`config.mk`:
```
export PLATFORM = sky130hd
export DESIGN_NAME = gshare_branch_predictor
export DESIGN_NICKNAME = d
export VERILOG_FILES = /design/src/rtl/gshare_branch_predictor_pkg.sv /design/src/rtl/gshare_branch_predictor_pht.sv /design/src/rtl/gshare_branch_predictor.sv
export SDC_FILE = /design/constraint.sdc
export NUM_CORES = 2
export LEC_CHECK = 0
export BUFFER_PORTS_ARGS = -buffer_cell sky130_fd_sc_hd__buf_2
export CORE_ASPECT_RATIO = 2
export CORE_MARGIN = 4
export CORE_UTILIZATION = 61
export DETAILED_ROUTE_END_ITERATION = 10
export PLACE_DENSITY = 0.8
export SLEW_MARGIN = 20
export SYNTH_ARGS = -nofsm -noshare
export SYNTH_HDL_FRONTEND = slang
export SYNTH_HIERARCHICAL = 1
export SYNTH_SLANG_ARGS = --single-unit
```
`constraint.sdc`:
```
create_clock -name clk_in -period 7.3 [get_ports clk_in]
set_clock_uncertainty 0.1 [all_clocks]
set_input_delay 1.095 -clock clk_in [delete_from_list [all_inputs] [get_ports clk_in]]
set_output_delay 1.095 -clock clk_in [all_outputs]
set_load 0.02 [all_outputs]
```
`src/rtl/gshare_branch_predictor_pkg.sv`:
```
// Shared types for the gshare branch predictor: 2-bit counter encodings and small helpers.
package gshare_branch_predictor_pkg;

    typedef enum logic [1:0] {
        CntSnt = 2'b00,
        CntWnt = 2'b01,
        CntWt  = 2'b10,
        CntSt  = 2'b11
    } bp_cnt_e;

    localparam bp_cnt_e CntInit = CntWnt;

    // Saturating 2-bit counter step; strong states stick.
    function automatic bp_cnt_e cnt_update(bp_cnt_e cnt, logic taken);
        bp_cnt_e nxt;
        nxt = cnt;
        unique case (cnt)
            CntSnt: nxt = taken ? CntWnt : CntSnt;
            CntWnt: nxt = taken ? CntWt  : CntSnt;
            CntWt:  nxt = taken ? CntSt  : CntWnt;
            CntSt:  nxt = taken ? CntSt  : CntWt;
            default: nxt = CntInit;
        endcase
        return nxt;
    endfunction

    function automatic logic [31:0] sat_inc(logic [31:0] val);
        return (val == 32'hFFFF_FFFF) ? val : val + 32'd1;
    endfunction

endpackage

```
`src/rtl/gshare_branch_predictor_pht.sv`:
```
// Pattern history table: 2-bit counters with one combinational read port and one update port.
module gshare_branch_predictor_pht
    import gshare_branch_predictor_pkg::*;
#(
    parameter int unsigned IDX_W = 6
) (
    input  logic             clk_in,
    input  logic             rst_n_in,
    input  logic [IDX_W-1:0] rd_idx,
    output bp_cnt_e          rd_cnt,
    input  logic             upd_en,
    input  logic [IDX_W-1:0] upd_idx,
    input  logic             upd_taken
);

    localparam int unsigned Entries = 1 << IDX_W;

    bp_cnt_e cnt_q [Entries];

    always_ff @(posedge clk_in or negedge rst_n_in) begin
        if (!rst_n_in) begin
            for (int i = 0; i < Entries; i++) begin
                cnt_q[i] <= CntInit;
            end
        end else if (upd_en) begin
            cnt_q[upd_idx] <= cnt_update(cnt_q[upd_idx], upd_taken);
        end
    end

    // Read sees the pre-update value when read and update collide.
    assign rd_cnt = cnt_q[rd_idx];

endmodule

```
`src/rtl/gshare_branch_predictor.sv`:
```
// Bimodal/gshare conditional branch predictor with per-branch history checkpoints in a
// resolution queue, mispredict recovery and saturating statistics.
module gshare_branch_predictor
    import gshare_branch_predictor_pkg::*;
#(
    parameter int unsigned PHT_IDX_W = 6,
    parameter int unsigned GHR_W     = 6,
    parameter int unsigned Q_DEPTH_W = 3,
    parameter int unsigned MODE      = 1
) (
    input  logic        clk_in,
    input  logic        rst_n_in,
    input  logic        rdy_in,
    input  logic        branch,
    input  logic [31:0] imm,
    input  logic        inst_length,
    input  logic        foq_full,
    input  logic [31:0] pc_in,
    input  logic        cdb_active,
    input  logic [31:0] cdb_addr,
    input  logic [31:0] cdb_val,
    output logic        need_branch,
    output logic [31:0] branch_addr,
    output logic        bp_full,
    output logic        predict_fail,
    output logic [31:0] fail_addr,
    output logic [31:0] stat_branches,
    output logic [31:0] stat_misses
);

    localparam int unsigned DEPTH = 1 << Q_DEPTH_W;
    localparam logic [Q_DEPTH_W:0] FullCnt = {1'b1, {Q_DEPTH_W{1'b0}}};

    typedef struct packed {
        logic [31:0]          pc;
        logic [31:0]          fail;
        logic                 taken;
        logic [PHT_IDX_W-1:0] idx;
        logic [GHR_W-1:0]     ghr;
    } entry_t;

    entry_t               q_mem [DEPTH];
    entry_t               head;
    entry_t               new_entry;
    logic [Q_DEPTH_W-1:0] front_q, front_d, rear_q, rear_d;
    logic [Q_DEPTH_W:0]   count_q, count_d;
    logic [GHR_W-1:0]     ghr_q, ghr_d;
    logic [31:0]          sb_q, sb_d, sm_q, sm_d;

    logic [PHT_IDX_W-1:0] ghr_ext, pred_idx;
    bp_cnt_e              pht_cnt;
    logic                 pred_taken, do_pred, resolve, mispred, actual;
    logic [31:0]          target_taken, target_seq;
    logic                 unused_bits;

    gshare_branch_predictor_pht #(
        .IDX_W(PHT_IDX_W)
    ) u_pht (
        .clk_in    (clk_in),
        .rst_n_in  (rst_n_in),
        .rd_idx    (pred_idx),
        .rd_cnt    (pht_cnt),
        .upd_en    (resolve),
        .upd_idx   (head.idx),
        .upd_taken (actual)
    );

    always_comb begin
        ghr_ext = '0;
        ghr_ext[GHR_W-1:0] = ghr_q;
    end

    assign pred_idx     = pc_in[PHT_IDX_W:1] ^ ((MODE != 0) ? ghr_ext : '0);
    assign pred_taken   = pht_cnt[1];
    assign target_taken = pc_in + imm;
    assign target_seq   = pc_in + (inst_length ? 32'd4 : 32'd2);

    assign head    = q_mem[front_q];
    assign actual  = cdb_val[0];
    assign resolve = rdy_in & cdb_active & (count_q != '0) & (cdb_addr == head.pc) &
                     (cdb_addr != 32'd0);
    assign mispred = resolve & (head.taken != actual);
    assign bp_full = (count_q == FullCnt);
    assign do_pred = branch & rdy_in & ~foq_full & ~bp_full & ~mispred;

    assign need_branch   = do_pred & pred_taken;
    assign branch_addr   = do_pred ? (pred_taken ? target_taken : target_seq) : 32'd0;
    assign predict_fail  = mispred;
    assign fail_addr     = mispred ? head.fail : 32'd0;
    assign stat_branches = sb_q;
    assign stat_misses   = sm_q;

    assign new_entry = '{
        pc:    pc_in,
        fail:  pred_taken ? target_seq : target_taken,
        taken: pred_taken,
        idx:   pred_idx,
        ghr:   ghr_q
    };

    always_comb begin
        front_d = front_q;
        rear_d  = rear_q;
        count_d = count_q;
        ghr_d   = ghr_q;
        sb_d    = sb_q;
        sm_d    = sm_q;
        if (mispred) begin
            // Flush everything younger and rebuild history from the branch's own checkpoint.
            front_d = '0;
            rear_d  = '0;
            count_d = '0;
            ghr_d   = {head.ghr[GHR_W-2:0], actual};
            sb_d    = sat_inc(sb_q);
            sm_d    = sat_inc(sm_q);
        end else begin
            if (resolve) begin
                front_d = front_q + 1'b1;
                sb_d    = sat_inc(sb_q);
            end
            if (do_pred) begin
                rear_d = rear_q + 1'b1;
                ghr_d  = {ghr_q[GHR_W-2:0], pred_taken};
            end
            unique case ({do_pred, resolve})
                2'b10:   count_d = count_q + 1'b1;
                2'b01:   count_d = count_q - 1'b1;
                default: count_d = count_q;
            endcase
        end
    end

    always_ff @(posedge clk_in or negedge rst_n_in) begin
        if (!rst_n_in) begin
            front_q <= '0;
            rear_q  <= '0;
            count_q <= '0;
            ghr_q   <= '0;
            sb_q    <= '0;
            sm_q    <= '0;
        end else if (rdy_in) begin
            front_q <= front_d;
            rear_q  <= rear_d;
            count_q <= count_d;
            ghr_q   <= ghr_d;
            sb_q    <= sb_d;
            sm_q    <= sm_d;
        end
    end

    always_ff @(posedge clk_in or negedge rst_n_in) begin
        if (!rst_n_in) begin
            for (int i = 0; i < DEPTH; i++) begin
                q_mem[i] <= '0;
            end
        end else if (do_pred) begin
            q_mem[rear_q] <= new_entry;
        end
    end

    assign unused_bits = ^{pc_in[31:PHT_IDX_W+1], pc_in[0], cdb_val[31:1], pht_cnt[0],
                           head.ghr[GHR_W-1]};

endmodule

```
==> results.md <==
- In this run the post-CTS setup repair buffer count came out at 0.
- The final layout contains 4486 nets.
- From bottom edge to top edge, the die measures 376 microns.
- Row generation in the floorplan step produced around 130 rows.
- At the pin with the least slew margin, the transition time is 1.16 ns.
- The worst setup path startpoint is front_q[0].
- The clock passes through at most 3 buffers.
- The number of buffers and inverters on the critical path is 5.
- The depth of the most critical reg-to-reg path is 13.
- The number of hold buffers added after CTS was 0.
- The dominant delay contributor by cell family on the critical path is buffers and inverters.
- The starting utilization of the core area is 0.617.
- For this block, the via count after detailed routing is between 30000 and 40000.
- Dividing total power by cell area gives a power density of 307 nW/um^2.
- The worst endpoint data arrival time is 5.54 ns.
- The master cell of the clock root buffer is sky130_fd_sc_hd__clkbuf_16.
- CTS built an H-tree with a depth of 3.
- The total of endpoints with negative setup slack in the final report is 0.
- The total area inside the core boundary comes to approximately 67000 sq um.
- The total die area is ~72000 sq um.
- The ratio of cells with drive above 1 in the final layout is 0.176.
- Summing every instance area after synthesis gives a little over 40000 sq um.
- The cell repeated most along the worst path is sky130_fd_sc_hd__buf_4.
- The destination of the worst register-to-register timing path is u_pht/cnt_q[109].
- The leftover overflow at the end of global routing is 0.
- The required time of the worst setup path is 6.11 ns.
- The startpoint of the worst-slack reg-to-reg timing path is front_q[0].
- The clock edge transition at the registers on the reported setup and hold paths is ~0.070 ns.
- Once detailed placement completed, the half-perimeter wirelength came to between 80 and 90 mm.
- TritonCTS built the clock tree.
- The slowest library cell on the worst path is sky130_fd_sc_hd__dfrtp_4.
- The number of instances resized during post-cts repair is 0.
- The leakage power total is 21.5 nW.
- In the final routed layout, each cell accounts on average for 23.3 microns.
- The post-detailed-route count of antenna-violating nets is 0.
- The detailed router finished its first iteration with 2694 violations.
- After detailed routing, the number of remaining DRC violations is 0.
- The overall power of the completed layout is 13.9 mW.
- The width of the die is 192 microns.
- At the later pin of the worst-skew pair, clock insertion delay measures 0.65 ns.
- In the layout the commonest cells are sky130_fd_sc_hd__nand2_1 (1456), sky130_fd_sc_hd__dfrtp_1 (749), sky130_fd_sc_hd__o21ai_0 (379).
- The layout has 5030 filler cells.
- VDD sags by at most about 0.00027 V.
- The final weighted congestion of routability-driven global placement is 0.976.
- The post-synthesis cell count is 4227.
- Each instance of the synthesized netlist takes up on average 9.76 sq um.
- The via count of the first global-routing pass is 34100.
- The number of pins with negative max-slew slack in the final report was 0.
- Of the available clock period, the critical path in the final layout requires 0.922.
- The number of clock sinks seen by CTS is 816.
- In this run the worst hold path is classified as input port to async pin.
- The worst pin sits at a relative slew slack of 0.224.
- The capturing element type of the critical path is an output pin.
- The largest stage delay on the critical path is 1.05 ns.
- The count of endpoints failing hold in the final timing report came to 0.
- After detailed routing, the number of vias per cell comes to 6.31.
- The warning count from the yosys run is 6.
- The most common library cell in the layout ignoring fill and taps is sky130_fd_sc_hd__nand2_1.
- For this design the top-level I/O count stands at 266.
- The type of element launching the critical path is a register.
- Across the run, the number of max-cap violations was 0.
- The critical-path maximum fanout is 47.
- The maximum number of pins on one net before global-route repair is 198.
- The total of buffers placed on input and output ports is 234.
- The synthesis-to-finish area growth is 9.77%.
- The number of clock buffers added by TritonCTS is 72.
- The number of antenna violations at the first check in global routing is 13.
- For the finished layout, the period the worst path requires is 6.73 ns.
- The total negative slack for setup checks is 0 ns.
- The global-route total usage across every layer is 0.341.
- After detailed routing, the total wire length is 123 mm.
- The number of nets in the synthesized netlist is 4404.
- Setup repair after global routing left no endpoint under its margin.
- The highest attainable clock frequency is 149 MHz.
- The first detailed-routing pass ran for 5 iterations.
- The type of the worst setup path is register to output pin.
- Traced cell by cell, the critical path runs through buf_4 -> mux4_2 -> mux2i_1 -> xnor2_2 -> buf_4 -> nand2_2 -> buf_4 -> inv_1 -> a211o_1 -> a21oi_1 -> buf_2.
- The flow ran to the end, and the final reports show no timing, DRC or antenna violations.
- The reg-to-reg setup timing slack is 1.12 ns.
- The first global-routing pass estimated 189 mm of wire.
==> registers in the layout, indices dropped and copies added, names as in the netlist <==
register,cells
ghr_ext,6
front_q,3
rear_q,3
stat_misses,32
u_pht/cnt_q,128
count_q,4
q_mem,608
stat_branches,32
==> power breakdown <==
| group | leakage [nW] | total (mW) | switching, mW | internal, mW |
|---|---|---|---|---|
| registers | 10.6 | 6.67 | 0.769 | 5.90 |
| logic | 9.79 | 3.49 | 2.08 | 1.41 |
| clock network | 1.08 | 3.72 | 1.73 | 2.00 |
==> per-stage QoR <==
stage / utilization / std cells / setup slack, ns / hold WS (ns) / instance area (sq um)
2_1_floorplan: - / 4227 / 1.11 / 0.341 / 41300
3_3_place_gp: 0.643 / 5118 / 1.04 / 0.353 / 43000
3_5_place_dp: 0.643 / 5118 / 0.964 / 0.358 / 43000
4_1_cts: 0.676 / 5245 / 0.505 / 0.351 / 45200
5_1_grt: 0.677 / 5247 / 0.292 / 0.383 / 45300
6_report: 0.677 / 5251 / 0.567 / 0.352 / 45300
==> per-layer routing <==
| layer | global-route usage | wire, microns |
|---|---|---|
| met3 | 0.0740 | 10800 |
| met1 | 0.395 | 41700 |
| met5 | 0 | 134 |
| met2 | 0.560 | 60100 |
| met4 | 0.236 | 9850 |
==> how the worst max path moves through the flow <==
| stage | slack [ns] | to | depth (start not counted) |
|---|---|---|---|
| after detailed placement | 0.96 | branch_addr[17] | 10 |
| after floorplan | 1.11 | branch_addr[10] | 13 |
| after global routing | 0.29 | branch_addr[17] | 11 |
| after CTS | 0.50 | branch_addr[17] | 11 |
| after global placement | 1.04 | branch_addr[17] | 10 |
| final | 0.57 | branch_addr[17] | 11 |
==> worst register-to-register path, cell delays in order (launching register included) <==
cell	delay, ns
sky130_fd_sc_hd__dfrtp_4	1.05
sky130_fd_sc_hd__buf_4	0.50
sky130_fd_sc_hd__mux4_2	0.56
sky130_fd_sc_hd__mux2i_1	0.19
sky130_fd_sc_hd__xor2_1	0.19
sky130_fd_sc_hd__nand3_1	0.08
sky130_fd_sc_hd__or4_1	0.45
sky130_fd_sc_hd__nor4_4	0.54
sky130_fd_sc_hd__buf_4	0.64
sky130_fd_sc_hd__nand2_1	0.28
sky130_fd_sc_hd__nor3_2	0.93
sky130_fd_sc_hd__nand2_1	0.30
sky130_fd_sc_hd__nand2_1	0.13
sky130_fd_sc_hd__o21ai_0	0.08
==> layout make-up <==
type | count | area (sq um) | area share
multi-input combinational | 3074 | 19400 | 0.427
tap | 884 | 1110 | 0.0244
clock inverter | 20 | 161 | 0.00356
inverter | 40 | 150 | 0.00332
clock buffer | 107 | 2050 | 0.0454
timing repair buffer | 305 | 1930 | 0.0427
antenna | 5 | 12.5 | 0.000276
sequential | 816 | 20500 | 0.453
No activity file was read; power rests on OpenSTA's default activity.
